--- config.mk ---
export PLATFORM = sky130hd
export DESIGN_NAME = ps2_key_decoder
export DESIGN_NICKNAME = d
export VERILOG_FILES = /design/src/rtl/ps2_key_decoder.sv
export SDC_FILE = /design/constraint.sdc
export NUM_CORES = 1
export LEC_CHECK = 0
export CORE_ASPECT_RATIO = 0.9
export CORE_MARGIN = 5
export CORE_UTILIZATION = 40
export CTS_CLUSTER_SIZE = 14
export DETAILED_ROUTE_END_ITERATION = 8
export GPL_TIMING_DRIVEN = 1
export SKIP_LAST_GASP = 1
export SLEW_MARGIN = 20
export SYNTH_ARGS = -nofsm -noshare
export SYNTH_HDL_FRONTEND = slang
export SYNTH_SLANG_ARGS = --single-unit
export TNS_END_PERCENT = 20
--- constraint.sdc ---
create_clock -name clk -period 4.67 [get_ports clk]
set_input_delay 0.7005 -clock clk [delete_from_list [all_inputs] [get_ports clk]]
set_output_delay 0.7005 -clock clk [all_outputs]
set_load 0.005 [all_outputs]
--- src/rtl/ps2_key_decoder.sv ---
// rtl/ps2_key_decoder.sv - PS/2 set-2 byte stream to ASCII / VT100 cursor sequence decoder
//
// Tracks the E0/F0 prefixes, both Shift and both Ctrl keys, and Caps Lock.
// Characters and arrow escape sequences go to a show-ahead output FIFO.
//
// Ports:
//   clk, rst                  clock, asynchronous active-high reset
//   scan_valid, scan_code     raw set-2 byte strobe from the PS/2 receiver
//   scan_ready                low while an escape sequence is being pushed
//   ascii_valid, ascii_code   FIFO not empty, FIFO head
//   ascii_ready               consumer pops the head when ascii_valid is high
//   shift_held, ctrl_held     live modifier state
//   caps_lock                 Caps Lock toggle state
//   overflow                  one-cycle pulse when output is dropped on a full FIFO
module ps2_key_decoder #(
  parameter int FIFO_DEPTH    = 8,
  parameter bit ENABLE_ARROWS = 1'b1,
  parameter bit UNKNOWN_DROP  = 1'b1
) (
  input  logic       clk,
  input  logic       rst,
  input  logic       scan_valid,
  input  logic [7:0] scan_code,
  output logic       scan_ready,
  output logic       ascii_valid,
  output logic [7:0] ascii_code,
  input  logic       ascii_ready,
  output logic       shift_held,
  output logic       ctrl_held,
  output logic       caps_lock,
  output logic       overflow
);

  localparam int AW = $clog2(FIFO_DEPTH);

  localparam logic [2:0] S_IDLE    = 3'd0;
  localparam logic [2:0] S_EXT     = 3'd1;
  localparam logic [2:0] S_BRK     = 3'd2;
  localparam logic [2:0] S_EXT_BRK = 3'd3;
  localparam logic [2:0] S_SEQ     = 3'd4;

  // Returns {mapped, unshifted glyph, shifted glyph} for non-extended codes.
  function automatic logic [16:0] key_map(input logic [7:0] c);
    case (c)
      8'h1C: key_map = {1'b1, 8'h61, 8'h41};  8'h32: key_map = {1'b1, 8'h62, 8'h42};
      8'h21: key_map = {1'b1, 8'h63, 8'h43};  8'h23: key_map = {1'b1, 8'h64, 8'h44};
      8'h24: key_map = {1'b1, 8'h65, 8'h45};  8'h2B: key_map = {1'b1, 8'h66, 8'h46};
      8'h34: key_map = {1'b1, 8'h67, 8'h47};  8'h33: key_map = {1'b1, 8'h68, 8'h48};
      8'h43: key_map = {1'b1, 8'h69, 8'h49};  8'h3B: key_map = {1'b1, 8'h6A, 8'h4A};
      8'h42: key_map = {1'b1, 8'h6B, 8'h4B};  8'h4B: key_map = {1'b1, 8'h6C, 8'h4C};
      8'h3A: key_map = {1'b1, 8'h6D, 8'h4D};  8'h31: key_map = {1'b1, 8'h6E, 8'h4E};
      8'h44: key_map = {1'b1, 8'h6F, 8'h4F};  8'h4D: key_map = {1'b1, 8'h70, 8'h50};
      8'h15: key_map = {1'b1, 8'h71, 8'h51};  8'h2D: key_map = {1'b1, 8'h72, 8'h52};
      8'h1B: key_map = {1'b1, 8'h73, 8'h53};  8'h2C: key_map = {1'b1, 8'h74, 8'h54};
      8'h3C: key_map = {1'b1, 8'h75, 8'h55};  8'h2A: key_map = {1'b1, 8'h76, 8'h56};
      8'h1D: key_map = {1'b1, 8'h77, 8'h57};  8'h22: key_map = {1'b1, 8'h78, 8'h58};
      8'h35: key_map = {1'b1, 8'h79, 8'h59};  8'h1A: key_map = {1'b1, 8'h7A, 8'h5A};
      8'h16: key_map = {1'b1, 8'h31, 8'h21};  8'h1E: key_map = {1'b1, 8'h32, 8'h40};
      8'h26: key_map = {1'b1, 8'h33, 8'h23};  8'h25: key_map = {1'b1, 8'h34, 8'h24};
      8'h2E: key_map = {1'b1, 8'h35, 8'h25};  8'h36: key_map = {1'b1, 8'h36, 8'h5E};
      8'h3D: key_map = {1'b1, 8'h37, 8'h26};  8'h3E: key_map = {1'b1, 8'h38, 8'h2A};
      8'h46: key_map = {1'b1, 8'h39, 8'h28};  8'h45: key_map = {1'b1, 8'h30, 8'h29};
      8'h0E: key_map = {1'b1, 8'h60, 8'h7E};  8'h4E: key_map = {1'b1, 8'h2D, 8'h5F};
      8'h55: key_map = {1'b1, 8'h3D, 8'h2B};  8'h54: key_map = {1'b1, 8'h5B, 8'h7B};
      8'h5B: key_map = {1'b1, 8'h5D, 8'h7D};  8'h5D: key_map = {1'b1, 8'h5C, 8'h7C};
      8'h4C: key_map = {1'b1, 8'h3B, 8'h3A};  8'h52: key_map = {1'b1, 8'h27, 8'h22};
      8'h41: key_map = {1'b1, 8'h2C, 8'h3C};  8'h49: key_map = {1'b1, 8'h2E, 8'h3E};
      8'h4A: key_map = {1'b1, 8'h2F, 8'h3F};  8'h29: key_map = {1'b1, 8'h20, 8'h20};
      8'h5A: key_map = {1'b1, 8'h0D, 8'h0D};  8'h66: key_map = {1'b1, 8'h08, 8'h08};
      8'h0D: key_map = {1'b1, 8'h09, 8'h09};
      default: key_map = 17'h0;
    endcase
  endfunction

  logic [2:0]    state_q, state_d;
  logic [1:0]    seq_cnt_q, seq_cnt_d;
  logic [7:0]    seq_char_q, seq_char_d;
  logic          push_q, push_d;
  logic [7:0]    push_data_q, push_data_d;
  logic          drop_q, drop_d;
  logic          lshift_q, lshift_d, rshift_q, rshift_d;
  logic          lctrl_q, lctrl_d, rctrl_q, rctrl_d;
  logic          caps_q, caps_d, caps_down_q, caps_down_d;
  logic          overflow_q, overflow_d;
  logic [AW-1:0] wr_ptr_q, wr_ptr_d, rd_ptr_q, rd_ptr_d;
  logic [AW:0]   count_q, count_d;
  logic [7:0]    mem_q [FIFO_DEPTH];

  logic          key_ev, key_make, key_ext;
  logic [16:0]   km;
  logic          is_letter, is_arrow, seq_fits;
  logic [7:0]    arrow_char, char_out;
  logic [AW+1:0] used_after;
  logic          fifo_pop, fifo_push, fifo_full, do_write;
  logic [7:0]    fifo_wdata;

  assign shift_held  = lshift_q | rshift_q;
  assign ctrl_held   = lctrl_q | rctrl_q;
  assign caps_lock   = caps_q;
  assign overflow    = overflow_q;
  assign scan_ready  = (state_q != S_SEQ);
  assign ascii_valid = (count_q != '0);
  assign ascii_code  = ascii_valid ? mem_q[rd_ptr_q] : 8'h00;

  assign fifo_full  = (count_q == (AW+1)'(FIFO_DEPTH));
  assign fifo_pop   = ascii_valid && ascii_ready;
  assign fifo_push  = push_q || (state_q == S_SEQ);
  // A push into a full FIFO still lands when the head leaves on the same edge.
  assign do_write   = fifo_push && (!fifo_full || fifo_pop);
  assign fifo_wdata = (state_q == S_SEQ) ? ((seq_cnt_q == 2'd0) ? 8'h1B :
                                            (seq_cnt_q == 2'd1) ? 8'h5B : seq_char_q)
                                         : push_data_q;

  // Occupancy once this edge settles, including the pending single-byte push.
  assign used_after = (AW+2)'(count_q) + (AW+2)'(push_q) - (AW+2)'(fifo_pop);
  assign seq_fits   = (used_after <= (AW+2)'(FIFO_DEPTH - 3));

  always_comb begin
    km        = key_map(scan_code);
    is_letter = (km[15:8] >= 8'h61) && (km[15:8] <= 8'h7A);
    if (is_letter) begin
      if (ctrl_held)                   char_out = km[7:0] & 8'h1F;
      else if (shift_held ^ caps_q)    char_out = km[7:0];
      else                             char_out = km[15:8];
    end else begin
      char_out = shift_held ? km[7:0] : km[15:8];
    end
    is_arrow = 1'b1;
    case (scan_code)
      8'h75:   arrow_char = 8'h41;
      8'h72:   arrow_char = 8'h42;
      8'h74:   arrow_char = 8'h43;
      8'h6B:   arrow_char = 8'h44;
      default: begin arrow_char = 8'h00; is_arrow = 1'b0; end
    endcase
  end

  always_comb begin
    state_d     = state_q;
    seq_cnt_d   = seq_cnt_q;
    seq_char_d  = seq_char_q;
    push_d      = 1'b0;
    push_data_d = push_data_q;
    drop_d      = 1'b0;
    lshift_d    = lshift_q;
    rshift_d    = rshift_q;
    lctrl_d     = lctrl_q;
    rctrl_d     = rctrl_q;
    caps_d      = caps_q;
    caps_down_d = caps_down_q;
    key_ev      = 1'b0;
    key_make    = 1'b0;
    key_ext     = 1'b0;

    if (state_q == S_SEQ) begin
      seq_cnt_d = seq_cnt_q + 2'd1;
      if (seq_cnt_q == 2'd2) begin
        state_d   = S_IDLE;
        seq_cnt_d = 2'd0;
      end
    end else if (scan_valid && scan_code != 8'hE1 && scan_code != 8'hAA) begin
      case (state_q)
        S_IDLE: begin
          if (scan_code == 8'hE0)      state_d = S_EXT;
          else if (scan_code == 8'hF0) state_d = S_BRK;
          else begin key_ev = 1'b1; key_make = 1'b1; end
        end
        S_EXT: begin
          if (scan_code == 8'hF0) state_d = S_EXT_BRK;
          else begin key_ev = 1'b1; key_make = 1'b1; key_ext = 1'b1; state_d = S_IDLE; end
        end
        S_BRK:     begin key_ev = 1'b1; state_d = S_IDLE; end
        S_EXT_BRK: begin key_ev = 1'b1; key_ext = 1'b1; state_d = S_IDLE; end
        default:   state_d = S_IDLE;
      endcase
    end

    if (key_ev) begin
      if (!key_ext && scan_code == 8'h12)      lshift_d = key_make;
      else if (!key_ext && scan_code == 8'h59) rshift_d = key_make;
      else if (!key_ext && scan_code == 8'h14) lctrl_d  = key_make;
      else if (key_ext && scan_code == 8'h14)  rctrl_d  = key_make;
      else if (!key_ext && scan_code == 8'h58) begin
        // caps_down blocks typematic repeats from toggling again.
        if (key_make && !caps_down_q) caps_d = !caps_q;
        caps_down_d = key_make;
      end else if (key_make) begin
        if (key_ext) begin
          if (is_arrow) begin
            if (ENABLE_ARROWS) begin
              if (seq_fits) begin
                state_d    = S_SEQ;
                seq_cnt_d  = 2'd0;
                seq_char_d = arrow_char;
              end else begin
                drop_d = 1'b1;
              end
            end
          end else if (!UNKNOWN_DROP) begin
            push_d = 1'b1; push_data_d = 8'h2A;
          end
        end else if (km[16]) begin
          push_d = 1'b1; push_data_d = char_out;
        end else if (!UNKNOWN_DROP) begin
          push_d = 1'b1; push_data_d = 8'h2A;
        end
      end
    end
  end

  always_comb begin
    wr_ptr_d   = wr_ptr_q + AW'(do_write);
    rd_ptr_d   = rd_ptr_q + AW'(fifo_pop);
    count_d    = count_q + (AW+1)'(do_write) - (AW+1)'(fifo_pop);
    overflow_d = drop_q || (fifo_push && !do_write);
  end

  always_ff @(posedge clk or posedge rst) begin
    if (rst) begin
      state_q     <= S_IDLE;
      seq_cnt_q   <= 2'd0;
      seq_char_q  <= 8'h00;
      push_q      <= 1'b0;
      push_data_q <= 8'h00;
      drop_q      <= 1'b0;
      lshift_q    <= 1'b0;
      rshift_q    <= 1'b0;
      lctrl_q     <= 1'b0;
      rctrl_q     <= 1'b0;
      caps_q      <= 1'b0;
      caps_down_q <= 1'b0;
      overflow_q  <= 1'b0;
      wr_ptr_q    <= '0;
      rd_ptr_q    <= '0;
      count_q     <= '0;
    end else begin
      state_q     <= state_d;
      seq_cnt_q   <= seq_cnt_d;
      seq_char_q  <= seq_char_d;
      push_q      <= push_d;
      push_data_q <= push_data_d;
      drop_q      <= drop_d;
      lshift_q    <= lshift_d;
      rshift_q    <= rshift_d;
      lctrl_q     <= lctrl_d;
      rctrl_q     <= rctrl_d;
      caps_q      <= caps_d;
      caps_down_q <= caps_down_d;
      overflow_q  <= overflow_d;
      wr_ptr_q    <= wr_ptr_d;
      rd_ptr_q    <= rd_ptr_d;
      count_q     <= count_d;
    end
  end

  always_ff @(posedge clk) begin
    if (do_write) mem_q[wr_ptr_q] <= fifo_wdata;
  end

endmodule
==> flow_metrics.py <==
metrics = {
    "yosys": {
        "syn_area_um2": 6000,
        "ys_seq_area_share_pct": 42.6,
        "synth_area_leaders": "edfxtp_1, dfrtp_1, mux4_2",
        "synth_top_area_share_pct": 28.0,
        "yosys.area_share.xor_xnor_pct": 1.46,
        "async_flop_share_pct": 38.5,
        "synth_nets": 625,
        "synth_top_family_by_area": "simple AND/OR/NAND/NOR gates",
        "synthMuxAreaShare_pct": 8.57,
        "yosysTopAreaCell": "edfxtp_1",
        "ys_warn_count": 0,
        "avgSynthCellArea_um2": 10.2,
        "synth_compound_area_share_pct": 18.4,
        "synth_fa_ha_area_share_pct": 4.84,
        "synth_edf_count": 56,
        "ys_seq_elements": 91,
        "synth.distinct_cells": 87,
        "postSynthCellCount": 591,
        "ys.flop_type": "edfxtp_1",
        "synth_simple_gate_area_share_pct": 18.8,
    },
    "floorplanning": {
        "io_pins": 26,
        "fp.dieW_um": 139,
        "die_area_um2": 17600,
        "rows": 42,
        "dieHeight_um": 126,
        "floorplan.initialDensity_pct": 40.8,
        "core_um2": 14700,
    },
    "routing": {
        "vias": 4763,
        "ant_nets": 0,
        "routed_wl_mm": 15.7,
        "firstDrtPassIters": 5,
        "viasPerCell": 5.92,
        "drt_iter0_markers": 449,
        "drt-wirelength-per-cell_um": 19.5,
        "drc": 0,
    },
    "timing": {
        "clock_skew_ps": 5.10,
        "fin_ws_ps": 695,
        "tns_ps": 0,
        "setup_viol": 0,
        "max_freq_mhz": 252,
        "fin_crit_sh_pct": 85.1,
        "worst_pin_slew_ps": 967,
        "finalMaxSlewViolations": 0,
        "rsz0062_at_grt": "no",
        "relSlewSlack_pct": 35.5,
        "fin_crit_ps": 3970,
        "hold_viol": 0,
    },
    "critical_path": {
        "path_class": "input pin to flip-flop",
        "end_kind": "flip-flop",
        "critPathArrivalTime_ps": 4200,
        "path_max_fanout": 8,
        "critPathLaunchType": "input pin",
        "critPathRequiredTime_ps": 4890,
    },
    "final_layout": {
        "fin_cells": 804,
        "drive_gt1_share_pct": 11.9,
        "nFillCells": 1343,
        "final_nets": 635,
        "final_area_um2": 6720,
        "most-common-layout-cells": "edfxtp_1, nand2_1, nor2_1",
        "area_delta_synth_final_pct": 11.9,
        "layout_commonest_cell": "edfxtp_1",
        "n_antenna_cell": 0,
    },
    "global_routing": {
        "grt_pass1_wl_mm": 24.9,
        "antenna_found_initial": 0,
        "grt_overflow_total": 0,
        "grt_max_degree": 57,
        "gr-usage-all-layers_pct": 17.8,
        "grt_pass1_vias": 4434,
    },
    "place": {
        "post_dp_cell_area_um2": 6410,
        "gp_congestion": 0.942,
        "post-place-ws_ps": 380,
        "hpwl_mm": 11.3,
        "dp.cells": 788,
        "io_buffer_count": 24,
    },
    "job": {
        "drv_cap": 0,
    },
    "clock_tree": {
        "cts.clk_slew.worst_paths_ps": 60,
        "cts_tree": "built",
        "cts.path.max_buffers": 2,
        "htree_levels": 3,
        "postCtsSetupBuffers": 0,
        "cts-root-buf": "clkbuf_16",
        "cts.sinks": 91,
        "clk_latency_ps": 340,
        "ctsHoldBuffers": 0,
        "cts_made_buffers": 9,
        "cts-resized-gates": 0,
    },
    "pwr": {
        "p_leak_nw": 2.57,
        "p_per_area_nw_per_um2": 412,
        "ir_drop_v": 0.000313,
    },
    "min_path": {
        "hold_class": "flip-flop to flip-flop",
    },
    "run_status": {
        "status": "completed",
    },
}
-- worst max-delay path, cell delays in order --
cell and delay [ps]:
clkdlybuf4s50_1 560, inv_1 200, ha_1 360, nand2b_1 180, or4_4 480, o31ai_4 260
o21ai_2 90, nor3_2 180, o31ai_1 220, nor4_1 560, mux2_2 390
-- kinds of logic after synthesis --
kind of cell | count (synthesis)
buffers and inverters | 69
adders and majority gates | 22
xor gates and xnor gates | 10
and+or+nand+nor | 215
DFF | 91
other | 1
muxes | 32
AOI/OAI and AO/OA | 151
-- cell usage after synthesis (all sizes together), types with 3 or more instances --
| master | count |
|---|---|
| o221a | 5 |
| mux2i | 12 |
| nand2 | 54 |
| edfxtp | 56 |
| nand3b | 3 |
| o211ai | 13 |
| inv | 27 |
| or4 | 3 |
| clkbuf | 16 |
| and3 | 4 |
| a31oi | 4 |
| or3 | 6 |
| a32o | 3 |
| mux2 | 5 |
| nand4 | 8 |
| nor2b | 11 |
| nor3 | 16 |
| nand3 | 13 |
| a211o | 4 |
| nor3b | 3 |
| a211oi | 3 |
| a21oi | 37 |
| o31a | 5 |
| mux4 | 15 |
| ha | 20 |
| buf | 26 |
| dfrtp | 35 |
| nand2b | 25 |
| a31o | 3 |
| o21ai | 27 |
| xnor2 | 5 |
| nor2 | 50 |
| a21o | 7 |
| nor4 | 5 |
| xor2 | 5 |
| o211a | 3 |
| o21a | 4 |
| o31ai | 7 |
| o41ai | 3 |
| and2 | 6 |
-- power breakdown --
part,switching [mW],total [mW],internal [mW]
sequential,0.140,1.12,0.983
clock,0.308,0.732,0.424
combinational,0.443,0.912,0.469
total,0.891,2.77,1.88
-- per-stage QoR --
stage                     total power [mW]  utilization (%)  hold slack (ps)
after floorplan                       1.74                -              417
after global placement                2.03             43.6              442
after detailed placement              2.06             43.6              439
after CTS                             2.80             45.6              454
after global routing                  2.95             45.6              470
final                                 2.77             45.6              441
-- final timing paths --
path | start | to | slack (ps) | depth (start not counted)
max in group asynchronous | rst | push_data_q[2] | 3570 | 3
worst min register to register | drop_q | overflow | 440 | 1
min in group asynchronous | rst | count_q[0] | 780 | 3
worst min-delay path | drop_q | overflow | 440 | 1
worst max register to register | count_q[3] | seq_char_q[0] | 1180 | 17
worst max-delay path | scan_code[0] | caps_down_q | 700 | 11
-- cell type report --
type | instances | area (um^2) | share of cell area [%]
repair buffers | 41 | 375 | 5.59
clock inverters | 7 | 81.3 | 1.21
inverters | 27 | 101 | 1.51
well taps | 198 | 248 | 3.69
flip-flops and latches | 91 | 2560 | 38.1
clock buffers | 9 | 225 | 3.35
multi-input cells | 431 | 3130 | 46.6
-- registers in the layout, summed over array words and instances, names as in the netlist --
name         count
lshift_q         1
caps_down_q      1
rd_ptr_q         3
rctrl_q          1
push_data_q      7
lctrl_q          1
caps_lock        1
mem_q           56
wr_ptr_q         3
rshift_q         1
seq_char_q       4
state_q          3
count_q          4
push_q           1
drop_q           1
seq_cnt_q        2
overflow         1
-- routing by layer --
metal | routed length [um] | up-vias | track usage [%]
li1 | - | 2232 | -
met4 | 245 | 0 | 5.64
met5 | 0 | - | 0
met1 | 7180 | 2308 | 25.7
met3 | 1120 | 22 | 2.84
met2 | 7120 | 201 | 27.5
No activity file was read; power rests on OpenSTA's default activity.
